`src/rtl/hwgen_player_pkg.sv`:
```
// Shared definitions for the hwgen record player: header wire layout, player
// state encoding, the 64-bit stream beat struct and the last-beat strobe helper.
package hwgen_player_pkg;

  localparam int unsigned CLOCK_FREQ_HZ        = 156_250_000;
  localparam logic [15:0] HWGEN_MAGIC_NUMBER_C = 16'h6969;

  // hwgen_hdr_t wire layout: {ifg[31:0], orig_len[15:0], magic[15:0]}
  localparam int HWGEN_MAGIC_LSB = 0;
  localparam int HWGEN_LEN_LSB   = 16;
  localparam int HWGEN_IFG_LSB   = 32;

  typedef enum logic [1:0] {
    HDR,
    PAYLOAD,
    GAP,
    DROP
  } hwgen_player_state_t;

  typedef struct packed {
    logic [63:0] tdata;
    logic [7:0]  tstrb;
    logic        tlast;
  } hwgen64_axis_t;

  // Strobe of the final beat from orig_len[2:0]; a whole final word is 0xFF.
  function automatic logic [7:0] hwgen_last_strb(input logic [2:0] rem);
    return (rem == 3'd0) ? 8'hFF : 8'((9'd1 << rem) - 9'd1);
  endfunction

endpackage

```
`src/rtl/hwgen_gap_counter.sv`:
```
// Loadable down-counter used to time inter-frame gaps; done flags the final
// counted cycle so the owner can leave on the following edge.
module hwgen_gap_counter #(
  parameter int WIDTH = 32
) (
  input  logic             clk,
  input  logic             rst_n,
  input  logic             load,
  input  logic [WIDTH-1:0] load_val,
  input  logic             dec,
  output logic             done
);

  logic [WIDTH-1:0] count_q;

  always_ff @(posedge clk) begin
    if (!rst_n) begin
      count_q <= '0;
    end else if (load) begin
      count_q <= load_val;
    end else if (dec && (count_q != '0)) begin
      count_q <= count_q - {{(WIDTH-1){1'b0}}, 1'b1};
    end
  end

  assign done = (count_q == {{(WIDTH-1){1'b0}}, 1'b1});

endmodule

```
`src/rtl/hwgen_player.sv`:
```
// Strips hwgen record headers and replays the payload on an AXI4-Stream with
// exact tlast/tstrb from orig_len, then idles for the record's inter-frame gap.
module hwgen_player
  import hwgen_player_pkg::*;
#(
  parameter int DATA_WIDTH = 64,
  parameter int CNT_WIDTH  = 32
) (
  input  logic                    clk,
  input  logic                    rst_n,
  input  logic                    enable,
  input  logic                    s_axis_tvalid,
  output logic                    s_axis_tready,
  input  logic                    s_axis_tlast,
  input  logic [DATA_WIDTH-1:0]   s_axis_tdata,
  input  logic [DATA_WIDTH/8-1:0] s_axis_tstrb,
  output logic                    m_axis_tvalid,
  input  logic                    m_axis_tready,
  output logic                    m_axis_tlast,
  output logic [DATA_WIDTH-1:0]   m_axis_tdata,
  output logic [DATA_WIDTH/8-1:0] m_axis_tstrb,
  output logic [CNT_WIDTH-1:0]    pkt_count,
  output logic [CNT_WIDTH-1:0]    err_count,
  output logic                    busy
);

  generate
    if (DATA_WIDTH != 64) begin : g_bad_width
      $error("hwgen_player supports DATA_WIDTH = 64 only");
    end
  endgenerate

  function automatic logic [CNT_WIDTH-1:0] sat_inc(input logic [CNT_WIDTH-1:0] v);
    return (&v) ? v : v + {{(CNT_WIDTH-1){1'b0}}, 1'b1};
  endfunction

  hwgen_player_state_t state_q, next_state;

  logic [13:0]          beats_left_q;
  logic [7:0]           last_strb_q;
  logic [31:0]          ifg_q;
  logic                 ifg_valid_q;
  logic [CNT_WIDTH-1:0] pkt_count_q, err_count_q;

  // Header field decode (only meaningful while in HDR).
  logic [15:0] hdr_magic, hdr_len;
  logic [31:0] hdr_ifg;
  logic [16:0] hdr_len_round;
  logic        hdr_good, is_last;

  assign hdr_magic     = s_axis_tdata[HWGEN_MAGIC_LSB +: 16];
  assign hdr_len       = s_axis_tdata[HWGEN_LEN_LSB +: 16];
  assign hdr_ifg       = s_axis_tdata[HWGEN_IFG_LSB +: 32];
  assign hdr_len_round = {1'b0, hdr_len} + 17'd7;
  assign hdr_good      = (hdr_magic == HWGEN_MAGIC_NUMBER_C) && (hdr_len != 16'd0);
  assign is_last       = (beats_left_q == 14'd1);

  // Input strobes are not forwarded: payload strobes are rebuilt from orig_len.
  logic unused_s_strb;
  assign unused_s_strb = ^s_axis_tstrb;

  logic s_ready_c, m_valid_c, m_last_c;
  logic [7:0] m_strb_c;
  logic hdr_accept, pay_hs, pkt_inc, err_inc, gap_load, gap_done;

  always_ff @(posedge clk) begin
    if (!rst_n) begin
      state_q <= HDR;
    end else begin
      state_q <= next_state;
    end
  end

  // A beat transfers on a cycle where valid and ready are both high at the
  // clock edge; in PAYLOAD the two handshakes are the same event, since the
  // input is stalled exactly when the output is.
  always_comb begin
    next_state = state_q;
    s_ready_c  = 1'b0;
    m_valid_c  = 1'b0;
    m_last_c   = 1'b0;
    m_strb_c   = 8'hFF;
    hdr_accept = 1'b0;
    pay_hs     = 1'b0;
    pkt_inc    = 1'b0;
    err_inc    = 1'b0;
    gap_load   = 1'b0;
    case (state_q)
      HDR: begin
        s_ready_c = enable;
        if (s_axis_tvalid && enable) begin
          hdr_accept = 1'b1;
          if (hdr_good) begin
            next_state = PAYLOAD;
          end else begin
            err_inc = 1'b1;
            if (!s_axis_tlast) next_state = DROP;
          end
        end
      end
      PAYLOAD: begin
        s_ready_c = m_axis_tready;
        m_valid_c = s_axis_tvalid;
        m_last_c  = is_last || s_axis_tlast;
        m_strb_c  = is_last ? last_strb_q : 8'hFF;
        if (s_axis_tvalid && m_axis_tready) begin
          pay_hs = 1'b1;
          if (is_last || s_axis_tlast) begin
            pkt_inc = 1'b1;
            err_inc = is_last != s_axis_tlast;
            if (is_last && !s_axis_tlast) begin
              next_state = DROP;
            end else if (ifg_q != 32'd0) begin
              next_state = GAP;
              gap_load   = 1'b1;
            end else begin
              next_state = HDR;
            end
          end
        end
      end
      DROP: begin
        s_ready_c = 1'b1;
        if (s_axis_tvalid && s_axis_tlast) begin
          if (ifg_valid_q && (ifg_q != 32'd0)) begin
            next_state = GAP;
            gap_load   = 1'b1;
          end else begin
            next_state = HDR;
          end
        end
      end
      GAP: begin
        if (gap_done) next_state = HDR;
      end
      default: next_state = HDR;
    endcase
  end

  always_ff @(posedge clk) begin
    if (!rst_n) begin
      beats_left_q <= '0;
      last_strb_q  <= 8'hFF;
      ifg_q        <= '0;
      ifg_valid_q  <= 1'b0;
      pkt_count_q  <= '0;
      err_count_q  <= '0;
    end else begin
      if (hdr_accept) begin
        ifg_valid_q <= hdr_good;
        if (hdr_good) begin
          beats_left_q <= hdr_len_round[16:3];
          last_strb_q  <= hwgen_last_strb(hdr_len[2:0]);
          ifg_q        <= hdr_ifg;
        end
      end
      if (pay_hs) beats_left_q <= beats_left_q - 14'd1;
      if (pkt_inc) pkt_count_q <= sat_inc(pkt_count_q);
      if (err_inc) err_count_q <= sat_inc(err_count_q);
    end
  end

  hwgen_gap_counter #(.WIDTH(32)) u_gap (
    .clk      (clk),
    .rst_n    (rst_n),
    .load     (gap_load),
    .load_val (ifg_q),
    .dec      (state_q == GAP),
    .done     (gap_done)
  );

  // Handshake outputs are forced low during reset so a truncated packet never
  // shows a stray beat in the reset cycle.
  assign s_axis_tready = rst_n & s_ready_c;
  assign m_axis_tvalid = rst_n & m_valid_c;
  assign m_axis_tlast  = rst_n & m_last_c;
  assign m_axis_tdata  = s_axis_tdata;
  assign m_axis_tstrb  = m_strb_c;
  assign pkt_count     = pkt_count_q;
  assign err_count     = err_count_q;
  assign busy          = (state_q != HDR);

endmodule

```
`config.mk`:
```
export PLATFORM = sky130hd
export DESIGN_NAME = hwgen_player
export DESIGN_NICKNAME = d
export VERILOG_FILES = /design/src/rtl/hwgen_player_pkg.sv /design/src/rtl/hwgen_gap_counter.sv /design/src/rtl/hwgen_player.sv
export SDC_FILE = /design/constraint.sdc
export NUM_CORES = 1
export LEC_CHECK = 0
export ABC_AREA = 1
export CORE_MARGIN = 2
export CORE_UTILIZATION = 40
export CTS_CLUSTER_DIAMETER = 30
export DETAILED_ROUTE_END_ITERATION = 16
export HOLD_SLACK_MARGIN = 0.15
export PLACE_DENSITY = 0.64
export SLEW_MARGIN = 20
export SYNTH_ARGS = -nofsm -noshare
export SYNTH_HDL_FRONTEND = slang
export SYNTH_SLANG_ARGS = --single-unit
```
`constraint.sdc`:
```
create_clock -name clk -period 2.1 [get_ports clk]
set_input_delay 0.42 -clock clk [delete_from_list [all_inputs] [get_ports clk]]
set_output_delay 0.42 -clock clk [all_outputs]
set_load 0.02 [all_outputs]
```
==> flow_summary_export.csv <==
group,metric,value,unit
run_status,status,"finished, violations left",
run_status,violations,"setup timing",
floorplan,start_util,40.8,%
hold_path,whs_path_depth,2,
timing,slew-limit-headroom,33.9,%
worst_setup_path,cp.arrival,1.85,ns
worst_setup_path,crit_fanout,8,
power,ir_drop,757,uV
final_layout,nFillCells,2558,
synthesis,synth_cell_types,39,
synthesis,ys_ff_latch,152,
final_layout,drive_gt1_share,11.6,%
hold_path,min_from,"last_strb_q[2]$_SDFFE_PN1P_",
clocking,clock_latency,0.43,ns
worst_setup_path,crit_start,"beats_left_q[3]$_SDFFE_PN0P_",
route,drc,0,
synthesis,yosysSeqAreaShare,29.6,%
timing,setup_viol,38,
route,drt_first_pass_iters,6,
timing,skew,0.0165,ns
final_layout,final_cells,2318,
placed_design,port_buffers,208,
grt,grt_pass1_vias,10644,
clocking,numCtsBuffers,17,
route,via_count,11343,
clocking,cts_root_buffer,"clkbuf_16",
grt,overflow,0,
timing,clock.fmax,440,MHz
synthesis,synth_top_area_cell,"dfxtp_1",
worst_setup_path,critPathKind,"flip-flop to output pin",
clocking,clkTransAtPathRegs,0.06,ns
worst_setup_path,cp-end-kind,"output pin",
timing,tightest_slew,0.992,ns
synthesis,synth_flop_cell,"dfxtp_1",
route,wirelength,31800,um
hold_path,hp-class,"flip-flop to flip-flop",
final_layout,nNetsFinal,2062,
synthesis,yosysWarnings,0,
floorplan,die_h,164,um
floorplan,io_pins,218,
route,vias_per_cell,4.89,
power,p_leak,5.90,nW
grt,grt_pass1_wl,51900,um
timing,rsz0062_at_grt,"true",
clocking,cts.htree.levels,4,
synthesis,async_reset_ff_share,0,%
grt,track_usage,23.7,%
clocking,cts_tree,"yes",
final_layout,diodes,0,
timing,worst_slack,-0.174,ns
placed_design,globalplace.congestion,0.934,
clocking,cts_buffer_depth,2,
clocking,postCtsHoldBufs,0,
worst_setup_path,reg2reg_depth,12,
timing,maxSlewViolCount,0,
floorplan,die-area,27000,um^2
placed_design,pre_cts_ws,-0.292,ns
timing,finalHoldViolCount,0,
worst_setup_path,r2r-start,"beats_left_q[3]$_SDFFE_PN0P_",
worst_setup_path,start_kind,"flip-flop",
final_layout,syn_to_final_growth,34.7,%
placed_design,place_inst,2279,
synthesis,netlist_instances,1723,
grt,grt_max_degree,87,
power,power_density,1030,nW/um^2
synthesis,synth_edf_count,0,
placed_design,dpl_cell_area,13100,um^2
synthesis,synthTopCellsByArea,"dfxtp_1, nand2_1, nor2_1, nand3_1, buf_4",
flow_run,maxCapViolations,0,
timing,finalCritPeriodShare,108,%
worst_setup_path,critPathRequiredTime,1.68,ns
floorplan,core,25300,um^2
synthesis,synth.cell_area,10300,um^2
timing,whs,0.485,ns
route,wire_per_inst,13.7,um
grt,antenna_found_initial,0,
route,ant_nets,0,
synthesis,synth_top_area_share,29.6,%
final_layout,fin_area,13900,um^2
floorplan,die-width,164,um
floorplan,num_rows,58,
route,drt_iter0_markers,782,
synthesis,synthesis.nets,1809,
placed_design,hpwl,24500,um
synthesis,synth.avg_cell_area,5.98,um^2
timing,totalNegativeSetupSlack,-3.12,ns
clocking,cts.sinks,152,
timing,fin_crit,2.27,ns
worst max-delay path: stages, from the launching register on:
cell	delay [ns]
dfxtp_2	0.32
inv_2	0.07
nand2_4	0.06
nor4_4	0.26
nand3_2	0.16
clkinv_2	0.15
nand3_1	0.07
dlygate4sd2_1	0.34
per-layer routing:
layer  track usage (%)  wire length, um  share of wire (%)
met4              5.77              503                1.6
met1              31.2            14900                 47
met2              40.3            15000                 47
met3              3.97             1360                4.3
met5                 0                0                  0
registers in the layout (all words and copies together), names as in the netlist:
register / cells
err_count: 32
ifg_q: 32
pkt_count: 32
u_gap.count_q: 32
beats_left_q: 14
last_strb_q: 7
state_q: 2
ifg_valid_q: 1
worst paths after layout:
check                           slack (ns)                          end
worst min-delay path                  0.49  last_strb_q[2]$_SDFFE_PN1P_
worst max register to register       -0.09   pkt_count[13]$_SDFFE_PN0P_
worst min register to register        0.49  last_strb_q[2]$_SDFFE_PN1P_
worst max-delay path                 -0.17              m_axis_tstrb[3]
logic make-up (layout without fill, tap and decap cells):
family          after synthesis  in the layout  synth area share [%]
simple gates               1098           1099                  44.7
xor+xnor                     36             36                  3.06
fa+ha+maj                     8              8                 0.972
buf+inv                     262            526                  13.0
compound gates              166            166                  8.73
flops                       152            152                  29.6
other cells                   1              1                0.0364
final cells by class:
type / count / area (um^2) / area share (%)
Multi-Input combinational cell: 1310 / 6020 / 43.4
Timing Repair Buffer: 351 / 3250 / 23.4
Sequential cell: 152 / 3050 / 22.0
Inverter: 143 / 547 / 3.94
Clock buffer: 18 / 439 / 3.17
Tap cell: 330 / 413 / 2.98
Clock inverter: 13 / 145 / 1.05
Timing Repair inverter: 1 / 6.26 / 0.0451
synth_stat cells, drive strengths merged, types with 2 or more instances:
master / instances
a211oi: 10
a21oi: 101
a31oi: 2
buf: 99
clkbuf: 20
dfxtp: 152
ha: 8
inv: 142
nand2: 548
nand3: 146
nand3b: 22
nand4: 20
nor2: 335
nor3: 22
nor4: 2
o211ai: 2
o21ai: 45
o21bai: 5
xnor2: 6
xor2: 30
cells in the final DEF, fill, tap and decap left out, drive strengths merged, types with 30 or more instances in the layout:
| master | instances |
|---|---|
| inv | 145 |
| buf | 145 |
| xor2 | 30 |
| nand2 | 549 |
| a21oi | 101 |
| nor2 | 335 |
| clkdlybuf4s50 | 195 |
| dfxtp | 152 |
| o21ai | 45 |
| nand3 | 146 |
stage by stage:
stage / util, % / power, W
final: 54.9 / 0.0142
after global routing: 54.9 / 0.0154
after CTS: 54.7 / 0.0142
after detailed placement: 51.8 / 0.0110
after global placement: 51.8 / 0.0109
after floorplan: - / 0.00881
what timing repair did:
action | in CTS | in global routing
buffers inserted | 3 | 1
endpoints found under the hold margin | 0 | 0
pin swaps | 9 | 5
resized for setup | 51 | 13
gates cloned | 4 | 0
setup endpoints to repair | 42 | 85
power breakdown:
part	leakage, nW	switching (W)	internal (W)
Sequential	1.23	0.000335	0.00318
Clock	0.279	0.00130	0.00179
Combinational	4.40	0.00478	0.00284
Total	5.90	0.00641	0.00781
Power figures use the tool's default switching activity.
==> variant, RTL diff (config.mk and constraints unchanged) <==
Put one more register stage on the output `err_count`, cleared by the reset. The value now appears one clock later. The other outputs are not delayed to match.
--- a/src/rtl/hwgen_player.sv
+++ b/src/rtl/hwgen_player.sv
@@ -177,7 +177,13 @@
   assign m_axis_tdata  = s_axis_tdata;
   assign m_axis_tstrb  = m_strb_c;
   assign pkt_count     = pkt_count_q;
-  assign err_count     = err_count_q;
+  always_ff @(posedge clk) begin
+    if (!rst_n) begin
+      err_count <= '0;
+    end else begin
+      err_count <= err_count_q;
+    end
+  end
   assign busy          = (state_q != HDR);
 
 endmodule
Check against the original RTL: not equivalent (Yosys sat finds a counterexample within 4 cycles, from zero or initial values and one cycle with rst_n low).
==> variant against the unedited design <==
The flow still finishes with violations (negative setup slack). Clock power up 2%. Cell area up 6.3%. Synthesized area is 8.3% higher. Sequential cell count grew 32. Total power grew 13%. Wire length increased by 2.0%. Critical path depth rose by 1. Count of clock-buffer cells in the layout is the same. Via count up 3.1%. Synthesized cell count grew 3.9%. Cell count up 4.2%. Worst setup slack worse by 8.0 ps. Highest routed layer unchanged.
==> variant: results (changes against the unedited design) <==
stage	metric	value	unit	change
outcome	status	finished, violations left		
outcome	violations	negative setup slack		
routing	drtIter0Drc	617		-21%
sta	fin_skew	20.3	ps	+3.79 ps
place	dpl_cell_area	14000	µm²	+7.4%
synthesis	synthArstFlopShare	0	%	unchanged
routing	drtPass1Iterations	6		unchanged
sta	fin_ws	-182	ps	-7.96 ps
global_routing	grtUsageMet1	28.8	%	-2.3 points
global_routing	antenna_found_initial	0		unchanged
global_routing	grt_use_total	22.4	%	-1.3 points
global_routing	grt_pass1_vias	11100		+4.4%
min_path	min_from	rst_n		
sta	tns	-570	ps	+2550 ps
synthesis	ys.warnings.count	0		unchanged
clocking	clockRootBuffer	clkbuf_16		
routing	viasPerCell	4.84		-1.1%
place	dp_slack	-392	ps	-100 ps
synthesis	syn-num-nets	1877		+3.8%
pwr	ir_worst_vdd	0.759	mV	+0.31%
place	gp_congestion	0.907		-2.9%
global_routing	use_met2	38.0	%	-2.3 points
finish	antenna_cells	0		unchanged
routing	wl_met2	14900	µm	-0.41%
sta	finalSetupViolations	4		-89%
sta	relSlewSlack	57.1	%	+23 points
routing	highest_layer	met4		
global_routing	grt_pass1_wl	53300	µm	+2.8%
setup_path	startpoint	beats_left_q[1]$_SDFFE_PN0P_		
clocking	clock_latency	440	ps	
finish	nNetsFinal	2111		+2.4%
place	io_buffers	208		unchanged
setup_path	arrival	1860	ps	
synthesis	synth_ff_type	dfxtp_1		
pwr	p_int	0.00860	W	+10%
clocking	clkTransAtPathRegs	80	ps	+20 ps
global_routing	use_met3	4.56	%	+0.59 points
min_path	holdCritPathClass	input port to register		
clocking	numCtsBuffers	17		unchanged
routing	met1Wirelength	15000	µm	+0.70%
clocking	htree_levels	4		unchanged
synthesis	ys_types	44		+13%
routing	wl	32400	µm	+2.0%
global_routing	grt_start_max_net_pins	111		+28%
place	place_hpwl	24200	µm	-1.0%
finish	drive_above_1_share	11.5	%	-0.089 points
pwr	p_leak	6.40	nW	+8.4%
finish	instances_no_fill	2416		+4.2%
setup_path	cp_max_fo	2		-6
clocking	clk_path_buf_depth	2		unchanged
routing	wl_met3	1910	µm	+40%
synthesis	synth_common_cells	nand2_1, nor2_1, dfxtp_1, inv_1, nand3_1		
synthesis	synth.yosys.seq_area_share	33.0	%	+3.5 points
synthesis	synth.avg_cell_area	6.23	µm²	+4.2%
synthesis	synth_area_leaders	dfxtp_1, nand2_1, nor2_1		
variant: timing repair:
| action | in CTS | in global routing |
|---|---|---|
| resized for setup | 56 | 23 |
| endpoints found under the setup margin | 44 | 84 |
| cloned | 0 | 1 |
| pin swaps | 3 | 3 |
| hold buffers | 0 | 0 |
| setup buffers | 3 | 0 |
variant: cell families after synthesis:
group | synth area share (%)
AND/OR/NAND/NOR | 40.0
other | 0.0336
flip-flops | 33.0
XOR/XNOR | 4.16
buffers and inverters | 13.0
adder cells (fa/ha/maj) | 0.898
AO/OA/AOI/OAI | 8.87
variant: area by class of cell:
class,count,area [µm²]
timing repair buffer,339,3230
fill,2836,12900
inverter,181,686
sequential,184,3690
clock inverter,14,134
clock buffer,18,429
multi-input combinational,1302,6110
tap,378,473
variant: power by group through the flow:
stage	clock [W]	sequential, W	combinational, W
after global routing	0.00335	0.00417	0.00993
after CTS	0.00322	0.00412	0.00867
final	0.00314	0.00413	0.00878
after detailed placement	0	0.00419	0.00861
after floorplan	0	0.00414	0.00621
after global placement	0	0.00419	0.00851
variant: critical path: stages (launching register included):
cell and delay [ps]:
dfxtp_2 330, inv_2 70, ha_4 120, nand4_1 70
nor3_1 140, nand2_1 130, ha_2 200, nor3_2 190
buf_4 170
variant: worst paths after layout:
| kind | depth (start not counted) | end | slack [ps] |
|---|---|---|---|
| setup / recovery | 8 | m_axis_tlast | -180 |
| hold / removal | 4 | last_strb_q[4]$_SDFFE_PN1P_ | 350 |
| setup reg to reg | 14 | state_q[0]$_SDFFE_PN0P_ | 80 |
| hold reg to reg | 2 | err_count[1]$_SDFF_PN0_ | 480 |
